<file path="src/rtl/resampler_frame_ctrl.sv">
// resampler_frame_ctrl: frame sequencer between the FFT output stream and the
// resampler. Forwards one frame at a time through a registered valid/ready
// stage, checks bin-index continuity, latches the pitch scale factor on frame
// boundaries and holds off the FFT until the resampler finishes the frame.
//
// Build option: define RESAMP_CTRL_OVERLAP_EN to drop the WAIT_DONE hold-off;
// the frame is then counted when the rs_last beat is taken by the resampler
// and rs_done is ignored.
module resampler_frame_ctrl #(
   parameter int unsigned     N_BINS     = 2048,
   parameter int unsigned     BIN_W      = 11,
   parameter int unsigned     DATA_W     = 80,
   parameter int unsigned     SF_W       = 24,
   parameter logic [SF_W-1:0] SF_DEFAULT = SF_W'(24'h100000),
   parameter int unsigned     CNT_W      = 16
) (
   input  logic              clk,
   input  logic              rst,
   input  logic [DATA_W-1:0] fft_data,
   input  logic [BIN_W-1:0]  fft_user,
   input  logic              fft_valid,
   input  logic              fft_last,
   output logic              fft_ready,
   input  logic [SF_W-1:0]   sf_in,
   input  logic              sf_in_valid,
   output logic [DATA_W-1:0] rs_data,
   output logic [BIN_W-1:0]  rs_user,
   output logic              rs_valid,
   output logic              rs_last,
   input  logic              rs_ready,
   output logic [SF_W-1:0]   rs_scale_factor,
   output logic              rs_scale_factor_valid,
   input  logic              rs_done,
   output logic              rs_abort,
   output logic              busy,
   output logic [CNT_W-1:0]  frame_count,
   output logic [7:0]        err_count
);

   typedef enum logic [1:0] {
      IDLE      = 2'd0,
      RUN       = 2'd1,
      SKIP      = 2'd2,
      WAIT_DONE = 2'd3
   } state_t;

   state_t            state;
   state_t            state_nxt;
   logic [BIN_W-1:0]  exp_bin;
   logic [SF_W-1:0]   sf_pending;

   logic              accept_c;
   logic              bin_ok_c;
   logic              last_bin_c;
   logic              last_ok_c;
   logic              start_c;
   logic              fwd_c;
   logic              err_c;
   logic              abort_c;
   logic              sf_ok_c;
   logic              frame_done_c;

   // State register
   always_ff @(posedge clk or posedge rst) begin
      if (rst) begin
         state <= IDLE;
      end else begin
         state <= state_nxt;
      end
   end

   // Next-state logic
   always_comb begin
      state_nxt = state;
      case (state)
         IDLE: begin
            if (start_c) state_nxt = RUN;
         end
         RUN: begin
            if (accept_c) begin
               if (!(bin_ok_c && last_ok_c)) begin
                  state_nxt = fft_last ? IDLE : SKIP;
               end else if (last_bin_c) begin
`ifdef RESAMP_CTRL_OVERLAP_EN
                  state_nxt = IDLE;
`else
                  state_nxt = WAIT_DONE;
`endif
               end
            end
         end
         SKIP: begin
            if (accept_c && fft_last) state_nxt = IDLE;
         end
         WAIT_DONE: begin
            if (rs_done) state_nxt = IDLE;
         end
         default: state_nxt = IDLE;
      endcase
   end

   // Handshake and beat classification
   always_comb begin
      fft_ready    = 1'b0;
      busy         = 1'b0;
      accept_c     = 1'b0;
      bin_ok_c     = 1'b0;
      last_bin_c   = 1'b0;
      last_ok_c    = 1'b0;
      start_c      = 1'b0;
      fwd_c        = 1'b0;
      err_c        = 1'b0;
      abort_c      = 1'b0;
      sf_ok_c      = 1'b0;
      frame_done_c = 1'b0;

      fft_ready  = (state != WAIT_DONE) && (!rs_valid || rs_ready);
      busy       = (state != IDLE);
      accept_c   = fft_valid && fft_ready;
      bin_ok_c   = (fft_user == exp_bin);
      last_bin_c = (exp_bin == BIN_W'(N_BINS - 1));
      last_ok_c  = (fft_last == last_bin_c);
      sf_ok_c    = sf_in_valid && (sf_in != '0);

      if (state == IDLE && accept_c) begin
         start_c = (fft_user == '0);
         err_c   = (fft_user != '0);
      end
      if (state == RUN && accept_c) begin
         fwd_c   = bin_ok_c && last_ok_c;
         abort_c = !(bin_ok_c && last_ok_c);
         err_c   = abort_c;
      end
      fwd_c = fwd_c || start_c;

`ifdef RESAMP_CTRL_OVERLAP_EN
      frame_done_c = rs_valid && rs_ready && rs_last;
`else
      frame_done_c = (state == WAIT_DONE) && rs_done;
`endif
   end

`ifdef RESAMP_CTRL_OVERLAP_EN
   logic unused_rs_done;
   assign unused_rs_done = rs_done;
`endif

   // Output register, scale-factor latch, bin tracking and counters
   always_ff @(posedge clk or posedge rst) begin
      if (rst) begin
         rs_data               <= '0;
         rs_user               <= '0;
         rs_valid              <= 1'b0;
         rs_last               <= 1'b0;
         rs_abort              <= 1'b0;
         rs_scale_factor       <= SF_DEFAULT;
         rs_scale_factor_valid <= 1'b0;
         sf_pending            <= SF_DEFAULT;
         exp_bin               <= '0;
         frame_count           <= '0;
         err_count             <= '0;
      end else begin
         rs_scale_factor_valid <= 1'b1;
         rs_abort              <= abort_c;

         if (sf_ok_c) sf_pending <= sf_in;

         if (fwd_c) begin
            rs_valid <= 1'b1;
            rs_data  <= fft_data;
            rs_user  <= fft_user;
            rs_last  <= (state == RUN) && last_bin_c;
         end else if (rs_ready) begin
            rs_valid <= 1'b0;
            rs_last  <= 1'b0;
         end

         // New frame: bypass a same-cycle strobe, else take the pending value
         if (start_c) begin
            rs_scale_factor <= sf_ok_c ? sf_in : sf_pending;
            exp_bin         <= BIN_W'(1);
         end else if (fwd_c) begin
            exp_bin <= exp_bin + BIN_W'(1);
         end

         if (err_c && err_count != 8'hFF) err_count <= err_count + 8'd1;
         if (frame_done_c) frame_count <= frame_count + CNT_W'(1);
      end
   end

endmodule

</file>
<file path="config.mk">
export PLATFORM = sky130hd
export DESIGN_NAME = resampler_frame_ctrl
export DESIGN_NICKNAME = d
export VERILOG_FILES = /design/src/rtl/resampler_frame_ctrl.sv
export SDC_FILE = /design/constraint.sdc
export NUM_CORES = 1
export LEC_CHECK = 0
export BUFFER_PORTS_ARGS = -buffer_cell sky130_fd_sc_hd__buf_2
export CORE_MARGIN = 2
export CORE_UTILIZATION = 45
export CTS_CLUSTER_DIAMETER = 120
export DETAILED_ROUTE_END_ITERATION = 16
export PLACE_DENSITY = 0.74
export SETUP_SLACK_MARGIN = 0.5
export SLEW_MARGIN = 5
export SYNTH_ARGS = -nofsm -noshare
export SYNTH_HDL_FRONTEND = slang
export SYNTH_SLANG_ARGS = --single-unit
</file>
<file path="constraint.sdc">
create_clock -name clk -period 14.7 [get_ports clk]
set_clock_uncertainty 0.15 [all_clocks]
set_input_delay 2.94 -clock clk [delete_from_list [all_inputs] [get_ports clk]]
set_output_delay 2.94 -clock clk [all_outputs]
set_load 0.1 [all_outputs]
</file>
==> results of run 1 <==
[per-layer routing]
layer  part of all wire  routed length [um]
met5                  0                   0
met4              0.013                 210
met3              0.062                1020
met2               0.48                7840
met1               0.45                7420
[metrics by stage]
stage	hold slack (ns)	total power (uW)	setup WS [ns]	cell area (sq um)
final	0.317	1150	7.98	9430
after global routing	0.340	1200	7.91	9430
after CTS	0.311	1170	7.98	9430
after detailed placement	0.300	696	7.99	8820
after global placement	0.295	692	7.98	8820
after floorplan	0.312	651	6.73	7310
[final cells by class]
type,instances,area (sq um)
flip-flops and latches,180,4510
clock buffers,19,433
inverters,2,12.5
well taps,216,270
multi-input cells,353,2660
fillers,1368,6460
clock inverters,13,171
repair buffers,271,1370
[power by group through the flow]
stage / logic [uW] / clock network (uW) / registers [uW]
2_1_floorplan: 35.3 / 0 / 615
3_3_place_gp: 158 / 0 / 535
3_5_place_dp: 160 / 0 / 535
4_1_cts: 161 / 479 / 527
5_1_grt: 167 / 501 / 529
6_report: 159 / 466 / 527
[how the worst min path moves through the flow]
stage                                    from                   to  cells past startpoint
after global routing      rs_scale_factor[13]  rs_scale_factor[13]                      2
after global placement     rs_scale_factor[0]   rs_scale_factor[0]                      2
after floorplan                 sf_pending[0]        sf_pending[0]                      1
after detailed placement  rs_scale_factor[20]  rs_scale_factor[20]                      2
final                     rs_scale_factor[20]  rs_scale_factor[20]                      2
after CTS                 rs_scale_factor[20]  rs_scale_factor[20]                      2
[registers in the layout, summed over array words and instances (netlist names)]
name,flops
err_count,8
exp_bin,11
frame_count,16
rs_abort,1
rs_data,80
rs_last,1
rs_scale_factor,24
rs_scale_factor_valid,1
rs_user,11
rs_valid,1
sf_pending,24
state,2
[kinds of logic after synthesis]
logic type               Yosys count
multiplexers                      95
buffers and inverters             27
AO/OA/AOI/OAI                     49
other                              1
AND/OR/NAND/NOR                  169
XOR/XNOR                          36
adder cells (fa/ha/maj)            3
flip-flops                       180
[cells in the mapped netlist (2+ instances only)]
cell type,instances
dfrtp_1,178
nand2_1,96
mux2_1,57
mux2_2,36
xnor2_1,28
a22o_1,24
clkbuf_1,14
nand4_1,13
nand3_1,12
nor2_1,8
nor4_1,8
xor2_1,8
a21oi_1,7
buf_6,7
o21ai_0,5
or4_1,5
and3_1,4
buf_2,4
or3_1,4
and4_1,3
ha_1,3
nand2b_1,3
o31ai_1,3
a21boi_0,2
a21oi_2,2
dfstp_2,2
inv_1,2
mux2i_1,2
nor2b_1,2
o211ai_1,2
[placed cells by master (no fill, tap or decap), drive strengths merged, types with 4 or more instances in the layout]
cell	count
o21ai	6
a21oi	9
clkbuf	19
inv	7
a22o	24
and3	4
or3	4
mux2	93
or4	5
nand4	14
nor4	9
nor2	8
xor2	8
dfrtp	178
buf	271
and4	4
xnor2	28
nand2	97
nand3	12
[critical path, stage by stage]
cell     delay [ns]
buf_2          0.09
nor2b_1        0.05
a21oi_1        0.11
buf_2          0.44
==> metrics.yaml, run 1 <==
yosys:
  synthesis.nets: 685
  syn_area_sq_um: 7310
  yosys_warnings: 0
  synth_compound_area_frac: 0.0536
  syn_inst: 560
  synth_simple_gate_area_frac: 0.114
  synth_edf_count: 0
  ys_top_cells_by_area: "dfrtp_1, mux2_1, mux2_2, nand2_1, xnor2_1"
  synth_xor_area_frac: 0.0431
  seq_area_frac_synth: 0.616
  synth_top_family_by_area: "multiplexers"
  syn_area_per_cell_sq_um: 13.1
  synth_cell_types: 46
  synth_fa_ha_area_frac: 0.00513
  synth_top_area_frac: 0.609
  yosys.area.top_type: "dfrtp_1"
  synth_ff_type: "dfrtp_1"
  ys_ff_latch: 180
  muxShareOfSynthArea: 0.146
  ys_async_sr_fraction: 1.00
die:
  core_area_sq_um: 15900
  row_count: 46
  die_h_um: 131
  start_util: 0.460
  dieArea_sq_um: 17300
  io_pins: 267
  die_w_um: 131
global_routing:
  first_global_vias: 5226
  grt_start_max_net_pins: 103
  met2_usage: 0.305
  grt_first_pass_wirelength_mm: 26.9
  busiest_layer: "met2"
  met1_usage: 0.261
  grt_overflow: 0
  met3_usage: 0.0552
  grt.total_usage: 0.193
  antenna_found_initial: 0
clock_network:
  clk_latency_ns: 0.42
  clock-sinks: 180
  clock_path_buffers: 2
  cts_tree: "yes"
  cts_buffers: 17
  cts-htree-levels: 4
  post_cts_buffers: 0
  cts_hold_buf: 0
  clk_pin_slew_ns: 0.07
  root_buffer: "clkbuf_16"
  cts_resized: 0
drt:
  routed_via_density: 4.99
  first_pass_iters: 4
  drt_iter0_markers: 235
  wl_per_cell_um: 15.6
  wirelength_mm: 16.5
  postRouteAntennaNets: 0
  num_vias: 5255
  drc: 0
critical_path:
  critical_path.startpoint: "rs_ready"
  required_ns: 11.61
  endpoint: "fft_ready"
  crit_path_start_kind: "input pin"
  reg2reg_slack_ns: 11.95
  reg2reg_depth: 7
  worstPathArrival_ns: 3.63
  rr_startpoint: "exp_bin[0]"
  crit_fanout: 3
  cp-end-kind: "output pin"
  worstReg2RegEnd: "rs_user[1]"
  crit_type: "input pin to output pin"
final_layout:
  final_cells: 1054
  post-route-util: 0.593
  n_antenna_cell: 0
  nets: 950
  syn_to_final_growth_pct: 28.9
  drive_gt1_frac: 0.418
placed_design:
  place_congestion: 0.758
  io_buffers: 266
  hpwl_mm: 11.6
  place_inst: 1022
sta:
  layout_min_cycle_time_ns: 6.72
  clock.fmax_mhz: 149
  setup-violations-final: 0
  worst-slew-pin-transition_ns: 1.10
  slew_headroom: 0.265
  fin_crit_sh: 0.457
  rsz0062_at_grt: "false"
  setup_tns_ns: 0
  hold_viol_final: 0
  slew_viol_final: 0
power:
  comb_power_share: 0.138
  switching_share: 0.287
  clock_power_share: 0.405
  p_per_area_nw_per_um2: 122
  seq_power_share: 0.457
  cell_internal_pwr_uw: 821
  p_switching_uw: 331
  p_leak_uw: 0.00529
  peakVddDrop_mv: 0.0726
worst_hold_path:
  hold_class: "register to register"
run:
  drv_cap: 0
outcome:
  outcome: "complete, no violations"
Note: power is estimated with default switching activity, not from simulation.
==> run 2: changes to the inputs <==
- clock period: 14.7 -> 6.39 ns (I/O delays scaled with it)
==> run 2 against run 1 <==
Against the previous run:
- setup slack lost 5.2 ns
- sequential power is 130% higher
- utilization increased by 0.53 points
- clock power grew to 2.6 times the previous value
- count of clock-buffer cells in the layout is the same
- sequential share of layout area fell by 0.42 points
- die area is the same
- combinational power is 130% higher
- routed wire length up 1.0%
- first-iteration DRC count rose by 7.2%
- flip-flop and latch count unchanged
- highest routed layer unchanged
- critical endpoint is now rs_data[23]
- cell count barely moved
==> metrics.yaml, run 2 (synthesis gave the netlist of run 1 again) <==
outcome:
  outcome: "complete, no violations"
global_routing:
  grt_overflow: 0  # unchanged
  first_global_vias: 5301  # +1.4%
  grt_start_max_net_pins: 181  # +76%
  antenna_found_initial: 0  # unchanged
  grt.total_usage: 0.195  # +0.00199
  grt_first_pass_wirelength_mm: 27.1  # +0.56%
clock_network:
  cts_buffers: 17  # unchanged
  root_buffer: "clkbuf_16"
  cts-htree-levels: 4  # unchanged
  clk_latency_ns: 0.42  # about the same
  cts_hold_buf: 0  # unchanged
  clock-sinks: 180  # unchanged
  clk_pin_slew_ns: 0.06  # about the same
  cts_resized: 0  # unchanged
  post_cts_buffers: 0  # unchanged
  cts_tree: "yes"
  clock_path_buffers: 2  # unchanged
sta:
  setup-violations-final: 0  # unchanged
  slew_headroom: 0.206  # -0.0583
  setup_tns_ns: 0  # unchanged
  fin_crit_sh: 0.564
  clock.fmax_mhz: 277
  worst-slew-pin-transition_ns: 1.19  # +0.0875 ns
  hold_ws_ns: 0.308  # -0.00987 ns
  rsz0062_at_grt: "false"
  layout_min_cycle_time_ns: 3.61
  slew_viol_final: 0  # unchanged
  hold_viol_final: 0  # unchanged
critical_path:
  slowest_delay_ns: 0.50  # +0.06 ns
  crit_path_frequent_cell: "buf_4"
  cp-end-kind: "register"
  crit_type: "input pin to register"
  reg2reg_depth: 7  # unchanged
  crit_path_start_kind: "input pin"
  worstPathArrival_ns: 3.75  # +0.12 ns
  critical_path.slowest_cell: "buf_4"
  required_ns: 6.53  # -5.08 ns
  worstReg2RegEnd: "rs_data[78]"
  path_cells: "buf_2, nor4_1, nand3_1, nor4_4, buf_4, a21oi_4, buf_4, mux2_1"
  reg2reg_slack_ns: 3.29  # -8.66 ns
  rr_startpoint: "exp_bin[0]"
  crit_fanout: 94  # +91
  critical_path.startpoint: "fft_user[0]"
  cp_top_family: "buffers and inverters"
  path_buf_inv: 3  # +1
final_layout:
  top_register: "rs_data"
  reg_top3: "rs_data x80, rs_scale_factor x24, sf_pending x24"
  layout_commonest_cell: "buf_2"
  nets: 949  # -0.11%
  largest_reg_flops: 80  # unchanged
  n_antenna_cell: 0  # unchanged
  drive_gt1_frac: 0.418  # +0.000499
  syn_to_final_growth_pct: 30.0
  final_cell_mix: "buf_2, dfrtp_1, nand2_1"
drt:
  routed_via_density: 5.03  # +0.82%
  num_vias: 5293  # +0.72%
  first_pass_iters: 4  # unchanged
  drt_iter0_markers: 252  # +7.2%
  wirelength_mm: 16.7  # +1.0%
  postRouteAntennaNets: 0  # unchanged
  drc: 0  # unchanged
  wl_per_cell_um: 15.8  # +1.1%
die:
  io_pins: 267  # unchanged
  row_count: 46  # unchanged
  dieArea_sq_um: 17300  # unchanged
  die_w_um: 131  # unchanged
  core_area_sq_um: 15900  # unchanged
  die_h_um: 131  # unchanged
  start_util: 0.460  # unchanged
power:
  peakVddDrop_mv: 0.170  # +130%
  p_leak_uw: 0.00533  # +0.65%
  p_per_area_nw_per_um2: 292  # +140%
placed_design:
  place_congestion: 0.799  # +5.4%
  io_buffers: 266  # unchanged
  hpwl_mm: 11.6  # about the same
worst_hold_path:
  hold_class: "register to register"
  holdCritStartpoint: "rs_scale_factor[20]"
  worstHoldPathCells: 2  # unchanged
  holdPathEnd: "rs_scale_factor[20]"
run:
  drv_cap: 0  # unchanged
run 2: how the worst max path moves through the flow:
stage | cells past startpoint | end
floorplan | 2 | fft_ready
global route | 8 | rs_data[37]
finish | 8 | rs_data[23]
CTS | 8 | rs_data[23]
detailed placement | 8 | rs_data[23]
global placement | 8 | rs_data[22]
run 2: cell type report:
| cell class | count | area, sq um |
|---|---|---|
| fillers | 1323 | 6370 |
| flip-flops and latches | 180 | 4510 |
| multi-input cells | 353 | 2660 |
| clock inverters | 13 | 241 |
| clock buffers | 19 | 443 |
| repair buffers | 270 | 1370 |
| well taps | 216 | 270 |
| inverters | 2 | 11.3 |
run 2: power by group:
group          total (uW)  internal [uW]  switching (uW)
clock network        1200            752             451
registers            1210           1180            31.5
logic                 360           85.7             275
total                2770           2020             757
run 2: per-layer routing:
metal	part of all wire	global-route usage	up-vias
met3	0.051	0.0505	16
met5	0	0	-
met2	0.49	0.323	179
li1	-	-	2491
met1	0.45	0.252	2607
met4	0.0099	0.0658	0
run 2: stage by stage:
stage | worst slack [ns] | util | instance area, sq um | power [uW] | std cells
6_report | 2.78 | 0.599 | 9510 | 2770 | 1053
3_5_place_dp | 2.33 | 0.556 | 8830 | 1590 | 1021
2_1_floorplan | 2.18 | - | 7320 | 1500 | 560
5_1_grt | 2.62 | 0.599 | 9510 | 2880 | 1053
3_3_place_gp | 2.38 | 0.556 | 8830 | 1590 | 1021
4_1_cts | 2.79 | 0.599 | 9510 | 2810 | 1053
run 2: worst min-delay path, delay by kind of cell (launching register included):
kind | cells | cell delay (ns)
AND/OR/NAND/NOR | 2 | 0.09
flip-flops | 1 | 0.37
